[config.mk]
export PLATFORM = sky130hd
export DESIGN_NAME = maxpool_2x2_stream_flat
export DESIGN_NICKNAME = d
export VERILOG_FILES = /design/src/rtl/maxpool_2x2_stream_pkg.sv /design/src/rtl/maxpool_2x2_stream_if.sv /design/src/rtl/compare_2_2.sv /design/src/rtl/maxpool_2x2_stream_cmp.sv /design/src/rtl/maxpool_2x2_stream.sv /design/src/flat_wrapper.sv
export SDC_FILE = /design/constraint.sdc
export NUM_CORES = 1
export LEC_CHECK = 0
export BUFFER_PORTS_ARGS = -buffer_cell sky130_fd_sc_hd__buf_2
export CAP_MARGIN = 25
export CORE_MARGIN = 8
export CORE_UTILIZATION = 33
export DETAILED_ROUTE_END_ITERATION = 12
export HOLD_SLACK_MARGIN = 0.08
export PLACE_DENSITY = 0.55
export SLEW_MARGIN = 25
export SYNTH_ARGS = -nofsm -noshare
export SYNTH_HDL_FRONTEND = slang
export SYNTH_SLANG_ARGS = --single-unit
[constraint.sdc]
create_clock -name clk -period 6.8 [get_ports clk]
set_input_delay 1.36 -clock clk [delete_from_list [all_inputs] [get_ports clk]]
set_output_delay 1.36 -clock clk [all_outputs]
set_load 0.01 [all_outputs]
[src/rtl/maxpool_2x2_stream_pkg.sv]
// Shared constants for the 2x2 max-pooling stages: pixel format and LeNet map sizes.
package maxpool_2x2_stream_pkg;

    localparam int unsigned DATA_W   = 18;
    localparam int unsigned SIGN_BIT = DATA_W - 1;

    localparam int unsigned C1_W = 28;
    localparam int unsigned C1_H = 28;
    localparam int unsigned C3_W = 10;
    localparam int unsigned C3_H = 10;

endpackage

[src/rtl/maxpool_2x2_stream_if.sv]
// Pixel stream in, pooled pixel stream out, plus end-of-frame pulse.
interface maxpool_2x2_stream_if
    import maxpool_2x2_stream_pkg::*;
#(
    parameter int unsigned DATA_W = maxpool_2x2_stream_pkg::DATA_W
);

    logic              in_valid;
    logic [DATA_W-1:0] in_data;
    logic              out_valid;
    logic [DATA_W-1:0] out_data;
    logic              frame_done;

    modport master (
        output in_valid, in_data,
        input  out_valid, out_data, frame_done
    );

    modport slave (
        input  in_valid, in_data,
        output out_valid, out_data, frame_done
    );

endinterface

[src/rtl/compare_2_2.sv]
// Sign-magnitude max cell; +0 beats -0, ties return an identical value.
module compare_2_2
    import maxpool_2x2_stream_pkg::*;
#(
    parameter int unsigned W = DATA_W
) (
    input  logic [W-1:0] a,
    input  logic [W-1:0] b,
    output logic [W-1:0] y
);

    logic         sa, sb;
    logic [W-2:0] ma, mb;

    assign sa = a[W-1];
    assign sb = b[W-1];
    assign ma = a[W-2:0];
    assign mb = b[W-2:0];

    always_comb begin
        y = a;
        if (sa != sb) begin
            y = sa ? b : a;
        end else if (!sa) begin
            y = (ma >= mb) ? a : b;
        end else begin
            // Both negative: smaller magnitude is the larger value.
            y = (ma <= mb) ? a : b;
        end
    end

endmodule

[src/rtl/maxpool_2x2_stream_cmp.sv]
// Horizontal pair max followed by vertical max against the buffered even-row result.
module maxpool_2x2_stream_cmp
    import maxpool_2x2_stream_pkg::*;
#(
    parameter int unsigned W = DATA_W
) (
    input  logic [W-1:0] hold,
    input  logic [W-1:0] pix,
    input  logic [W-1:0] line,
    output logic [W-1:0] h,
    output logic [W-1:0] v
);

    compare_2_2 #(.W(W)) u_horiz (
        .a(hold),
        .b(pix),
        .y(h)
    );

    compare_2_2 #(.W(W)) u_vert (
        .a(line),
        .b(h),
        .y(v)
    );

endmodule

[src/rtl/maxpool_2x2_stream.sv]
// Streaming 2x2 stride-2 max-pool: even rows fill a half-width line buffer,
// odd rows combine with it and emit one pooled pixel per window.
module maxpool_2x2_stream
    import maxpool_2x2_stream_pkg::*;
#(
    parameter int unsigned IN_W = C1_W,
    parameter int unsigned IN_H = C1_H
) (
    input logic                 clk,
    input logic                 rst,
    maxpool_2x2_stream_if.slave stream
);

    localparam int unsigned ColW = $clog2(IN_W);
    localparam int unsigned RowW = $clog2(IN_H);
    localparam int unsigned LbD  = IN_W / 2;
    localparam int unsigned LbAw = (ColW > 1) ? ColW - 1 : 1;

    logic [ColW-1:0]   col_q;
    logic [RowW-1:0]   row_q;
    logic [DATA_W-1:0] hold_q;
    logic [DATA_W-1:0] lb_q [LbD];
    logic              out_valid_q;
    logic [DATA_W-1:0] out_data_q;
    logic              frame_done_q;

    logic [LbAw-1:0]   lb_idx;
    logic [DATA_W-1:0] lb_rd;
    logic [DATA_W-1:0] h, v;
    logic              last_col, last_row;

    assign lb_idx   = LbAw'(col_q >> 1);
    assign lb_rd    = lb_q[lb_idx];
    assign last_col = (col_q == ColW'(IN_W - 1));
    assign last_row = (row_q == RowW'(IN_H - 1));

    maxpool_2x2_stream_cmp #(.W(DATA_W)) u_cmp (
        .hold(hold_q),
        .pix (stream.in_data),
        .line(lb_rd),
        .h   (h),
        .v   (v)
    );

    always_ff @(posedge clk) begin
        if (rst) begin
            col_q        <= '0;
            row_q        <= '0;
            hold_q       <= '0;
            out_valid_q  <= 1'b0;
            out_data_q   <= '0;
            frame_done_q <= 1'b0;
        end else begin
            out_valid_q  <= 1'b0;
            frame_done_q <= 1'b0;
            if (stream.in_valid) begin
                if (!col_q[0]) begin
                    hold_q <= stream.in_data;
                end else if (row_q[0]) begin
                    out_valid_q  <= 1'b1;
                    out_data_q   <= v;
                    frame_done_q <= last_row && last_col;
                end
                col_q <= last_col ? '0 : col_q + 1'b1;
                if (last_col) begin
                    row_q <= last_row ? '0 : row_q + 1'b1;
                end
            end
        end
    end

    // Line buffer is always overwritten by an even row before being read.
    always_ff @(posedge clk) begin
        if (stream.in_valid && col_q[0] && !row_q[0]) begin
            lb_q[lb_idx] <= h;
        end
    end

    assign stream.out_valid  = out_valid_q;
    assign stream.out_data   = out_data_q;
    assign stream.frame_done = frame_done_q;

endmodule

[src/flat_wrapper.sv]
// flat-port wrapper written by rule: the top's interface ports become plain ports
module maxpool_2x2_stream_flat import maxpool_2x2_stream_pkg::*;
#(
    parameter int unsigned IN_W = C1_W,
    parameter int unsigned IN_H = C1_H
)
  (clk, rst, stream_in_valid, stream_in_data, stream_out_valid, stream_out_data, stream_frame_done);
  maxpool_2x2_stream_if #(.DATA_W(DATA_W)) stream_i ();
  input logic clk;
  input logic rst;
  input wire logic [$bits(stream_i.in_valid)-1:0] stream_in_valid;
  input wire logic [$bits(stream_i.in_data)-1:0] stream_in_data;
  output wire logic [$bits(stream_i.out_valid)-1:0] stream_out_valid;
  output wire logic [$bits(stream_i.out_data)-1:0] stream_out_data;
  output wire logic [$bits(stream_i.frame_done)-1:0] stream_frame_done;
  assign stream_i.in_valid = stream_in_valid;
  assign stream_i.in_data = stream_in_data;
  assign stream_out_valid = stream_i.out_valid;
  assign stream_out_data = stream_i.out_data;
  assign stream_frame_done = stream_i.frame_done;
  maxpool_2x2_stream #(.IN_W(IN_W), .IN_H(IN_H)) u_core (.clk(clk), .rst(rst), .stream(stream_i));
endmodule
== Word-level counts from Yosys, hierarchy flattened ==
Memories as Yosys holds them, arrays and structs flattened. A register that Yosys moved wholly into a read port is not among the register bits.
Cells that the tools add are included.
Word-level totals
  output and inout port bits: 20
  flip-flop bits (word level): 48
  memories: 1
  memory bits (writable): 252
Memory list
  u_core.lb_q: words 14, bits a word 18, read ports 1, clocked after Yosys merged registers in 1, wr ports 1, line maxpool_2x2_stream.sv:22  | logic [DATA_W-1:0] lb_q [LbD];
Operators by class
  reductions and logical operators: 9
  $add $sub $neg: 2
  equality and inequality tests: 4
  bitwise gates (word level): 3
  magnitude comparators: 4
  mux-type cells: 17
Operators with widths (count)
  2-to-1 mux 18 bit: 10
  greater-or-equal comparator 17 bit: 2
  <= comparator 17 bit: 2
  adder 5 x 1 -> 5 bit (second input constant): 2
  equality test 5 bit (second input constant): 2
  2-to-1 mux 5 bit: 2
  2-to-1 mux 4 bit: 2
  AND reduction 2 bit: 2
  OR reduction 4 bit: 1
  logical AND 1 bit: 3
  2-to-1 mux 1 bit: 3
  NOT 1 bit: 3
  AND reduction 3 bit: 1
  OR reduction 3 bit: 1
  != test 1 bit: 2
  logical NOT 1 bit: 1

== Depth between registers and ports, before layout ==
  word-level depth: 8
  depth in mapped cells: 22
  depth with buffers taken out: 19

== Cells and area by module ==
Synthesis repeated with hierarchy kept, for this count alone.
Unflattened totals
  cell total of the unflattened synthesis: 835
  area total of the unflattened synthesis: 13195.2 um^2
Modules (own cells, without submodules)
  maxpool_2x2_stream: times used 1, area an instance 11641.2 um^2, sequential area each 8608.3 um^2, cells each 653
  compare_2_2: times used 2, area an instance 777.0 um^2, sequential area each 0.0 um^2, cells each 91

== Least setup slack after synthesis ==
Ideal clock, no wire load.
  kind: input port to flip-flop
  from: input stream_in_data[12]
  to: register u_core.out_data_q[16] (netlist: u_core.stream.out_data[16])
  required time: 6668 ps
  setup slack: 960 ps
  data arrival time: 5708 ps
  stages: 21
  path buffers: 4
  setup time: 132 ps
  cells stage by stage: inv_1 ha_1 nand4_1 or2_2 or3_1 a2111o_1 nand3_1 buf_2 buf_2 mux2i_1 ha_1 nand4_1 or4_1 a31oi_1 o21a_1 o21ai_1 and2_1 buf_6 o21ai_4 buf_6 a211oi_2
Between the ends
  longest elaborated chain between the ends: 8
RTL lines
  start, declared: line flat_wrapper.sv:12  | input wire logic [$bits(stream_i.in_data)-1:0] stream_in_data;
  greater-or-equal comparator 17 bit or <= comparator 17 bit (tied branches): line compare_2_2.sv:25, compare_2_2.sv:28
  2-to-1 mux 18 bit, on equally long branches: line compare_2_2.sv:25, compare_2_2.sv:28
  2-to-1 mux 18 bit: line compare_2_2.sv:24  | end else if (!sa) begin
  2-to-1 mux 18 bit *: line compare_2_2.sv:22  | if (sa != sb) begin
  greater-or-equal comparator 17 bit or <= comparator 17 bit (tied branches): line compare_2_2.sv:25, compare_2_2.sv:28
  2-to-1 mux 18 bit, on equally long branches: line compare_2_2.sv:25, compare_2_2.sv:28
  2-to-1 mux 18 bit: line compare_2_2.sv:24
  2-to-1 mux 18 bit *: line compare_2_2.sv:22
  end signal, assigned: line maxpool_2x2_stream.sv:61  | out_data_q <= v;
  end, declared: line maxpool_2x2_stream.sv:24  | logic [DATA_W-1:0] out_data_q;
Every way passes the cells marked *; elsewhere a longest branch is shown, timed or not.
A chain may end at the register's enable or synchronous reset.

== Worst setup path in the final report ==
  from: input stream_in_data[12]
  to: register u_core.out_data_q[3] (netlist: u_core.stream.out_data[3])
The elaborated chain is that of the path after synthesis.

==> results.yml <==
critical_path:
  path_class: "in -> reg"
  crit_chain: "buf_2, inv_1, ha_1, nand4_1, or2_2, or3_1, a2111o_1, nand3_1, buf_12, mux2i_1, ha_1, nand4_1, or4_1, a31oi_1, o21a_1, o21ai_1, and2_1, o21ai_4, a211oi_1"
  cp.arrival_ns: 6.32
  r2r_setup_slack_ns: 1.53
  rr_endpoint: "u_core.stream.out_data[3]"
  endpoint_kind: "register"
  slowest_stage: "o21ai_4"
  start_kind: "primary input"
  cp.required_ns: 7.20
  reg2reg_depth: 17
  path_max_fanout: 16
  slowest_delay_ns: 0.51
  r2r_start: "u_core.hold_q[12]"
layout:
  fillCellCount: 3631
  drive_gt1_share_pct: 25.8
  nNetsFinal: 958
  antenna_cells: 0
  syn2layout_area_growth_pct: 14.9
detailed_routing:
  num_vias: 7395
  drt-vias-per-instance: 5.11
  wl_per_cell_um: 22.0
  drtAntennaViolNets: 0
  drcViolationCount: 0
  first_pass_iters: 5
  drt_iter0_drc: 546
  drt_wl_total_um: 31900
worst_hold_path:
  worstHoldStart: "u_core.stream.out_data[17]"
  hp-class: "reg -> reg"
  hold_depth: 2
  hold-path-endpoint: "u_core.stream.out_data[17]"
clock_tree:
  cts.repair.resized: 0
  htreeDepth: 1
  post_cts_buffers: 0
  root_buffer: "clkbuf_16"
  postCtsHoldBufs: 0
  clock_latency_ns: 0.55
  clock-sinks: 304
  tritoncts: "yes"
  cts_buffers: 31
  clock_path_buffers: 3
  clkTransAtPathRegs_ns: 0.06
sta:
  setup_viol: 0
  holdWs_ns: 0.484
  hold_viol: 0
  period_minus_slack_ns: 5.92
  worst_pin_slew_ns: 0.875
  period_share_pct: 87.0
  rsz0062_at_grt: "false"
  drv_slew: 0
  fin_setup_tns_ns: 0
  fmax_ghz: 0.169
  fin_skew_ns: 0.0130
  relSlewSlack_pct: 41.5
  setup_slack_ns: 0.881
logic_synthesis:
  synth-seq-cells: 304
  synth_seq_area_share_pct: 65.5
  syn_area_um2: 13200
  synth_area_leaders: "edfxtp_1 58%, mux4_2 12%, dfxtp_1 7.9%, ha_1 3.6%, a21oi_1 2.2%"
  synth.yosys.warnings: 0
  yosys.area.top_type: "edfxtp_1"
  ys_types: 51
  synth-main-ff-cell: "edfxtp_1"
  synth_nets: 894
  synth_edf_count: 252
  synth_most_common_cell: "edfxtp_1"
  synthTopCellsByCount: "252 x edfxtp_1, 70 x mux4_2, 64 x nand2_1"
  yosysTopAreaCellShare_pct: 57.5
  synth-async-reset-ratio_pct: 0
  syn_area_per_cell_um2: 15.7
  syn_inst: 835
pwr:
  p_per_area_nw_per_um2: 272
  p_leak_nw: 5.03
  ir_drop_mv: 0.189
flow_run:
  drv_cap: 0
grt:
  antenna_found_initial: 0
  grt_max_degree: 33
  grt_util_all_layers_pct: 13.5
  grt_pass1_wl_um: 48300
  grt_pass1_vias: 7585
  grt-ovfl-total: 0
status:
  status: "finished clean"
floorplanning:
  coreArea_um2: 39500
  start_util_pct: 33.3
  pin_count: 41
  dieArea_um2: 46500
  die_w_um: 216
  num_rows: 73
  die_y_um: 216
placement:
  portBuffers: 40
  place_ws_ns: 0.375
  hpwl_um: 19600
  gp_routability_congestion: 0.789
## critical path, delay by kind of cell
kind | cells | cell delay [ns]
mux | 1 | 0.45
compound gates | 6 | 1.67
buf+inv | 3 | 0.41
simple gates | 7 | 1.87
fa+ha+maj | 2 | 0.52
## sequential cells by signal, summed over array words and instances (netlist names), named ones only
register and cells:
u_core.stream.out_data 18, u_core.row_q 5, u_core.stream.out_valid 1, u_core.hold_q 18
u_core.col_q 5, u_core.lb_q 252, u_core.stream.frame_done 1
## power breakdown
group	switching [mW]	internal [mW]	leakage [nW]
clock	0.701	0.910	0.449
combinational	0.246	0.149	1.87
sequential	0.0235	2.08	2.72
total	0.971	3.13	5.03
## per-stage QoR
stage               instance area (um^2)  util, %  total power [mW]  cells
floorplan                          13200        -              2.40    835
global placement                   14200     35.8              2.53   1391
detailed placement                 14200     35.8              2.54   1391
CTS                                15100     38.2              4.15   1447
global route                       15100     38.2              4.26   1447
finish                             15100     38.2              4.11   1447
## how the worst max path moves through the flow
| stage | slack, ns | start | depth (start not counted) | endpoint |
|---|---|---|---|---|
| 2_1_floorplan | 0.96 | stream_in_data[12] | 21 | u_core.stream.out_data[16] |
| 3_3_place_gp | 0.40 | stream_in_data[12] | 19 | u_core.stream.out_data[3] |
| 3_5_place_dp | 0.38 | stream_in_data[12] | 19 | u_core.stream.out_data[3] |
| 4_1_cts | 0.93 | stream_in_data[12] | 19 | u_core.stream.out_data[3] |
| 5_1_grt | 0.59 | stream_in_data[12] | 19 | u_core.stream.out_data[5] |
| 6_report | 0.88 | stream_in_data[12] | 19 | u_core.stream.out_data[3] |
## routing by layer
layer | part of all wire (%) | up-vias | wire [um] | GRT usage (%)
li1 | - | 3411 | - | -
met1 | 44 | 3780 | 14000 | 17.6
met2 | 49 | 173 | 15700 | 23.1
met3 | 4.9 | 31 | 1550 | 2.36
met4 | 1.7 | 0 | 527 | 3.15
met5 | 0 | - | 0 | 0
## cell usage in the layout, fill, tap and decap left out, drive strengths merged, types with 3 or more instances in the layout
| cell | count |
|---|---|
| edfxtp | 252 |
| clkinv | 12 |
| a21oi | 59 |
| mux4 | 70 |
| nand3 | 11 |
| buf | 70 |
| nand2 | 64 |
| nand3b | 3 |
| nor2b | 3 |
| nor3b | 5 |
| a31oi | 3 |
| mux2i | 20 |
| nor2 | 27 |
| inv | 38 |
| a211oi | 20 |
| a2111o | 3 |
| nor3 | 27 |
| nor4 | 18 |
| and2 | 18 |
| nand2b | 3 |
| clkinvlp | 5 |
| ha | 38 |
| mux2 | 16 |
| o21ai | 13 |
| nand4 | 8 |
| dfxtp | 52 |
| clkbuf | 37 |
## layout make-up
cell class                 count  area, um^2  area share, %
multi-input combinational    454        4300           28.4
clock buffer                  37         798           5.28
timing repair buffer          70         450           2.98
inverter                      38         143          0.944
sequential                   304        8610           57.0
tap                          525         657           4.35
clock inverter                19         156           1.03
## cells by family (layout without fill, tap and decap cells)
kind of cell | Yosys count | in the layout | synth area share, %
fa+ha+maj | 38 | 38 | 3.62
xor+xnor | 2 | 2 | 0.133
mux | 106 | 106 | 14.9
buf+inv | 77 | 164 | 2.45
flops | 304 | 304 | 65.5
simple gates | 197 | 197 | 7.89
compound gates | 111 | 111 | 5.57
No activity file was read; power rests on OpenSTA's default activity.
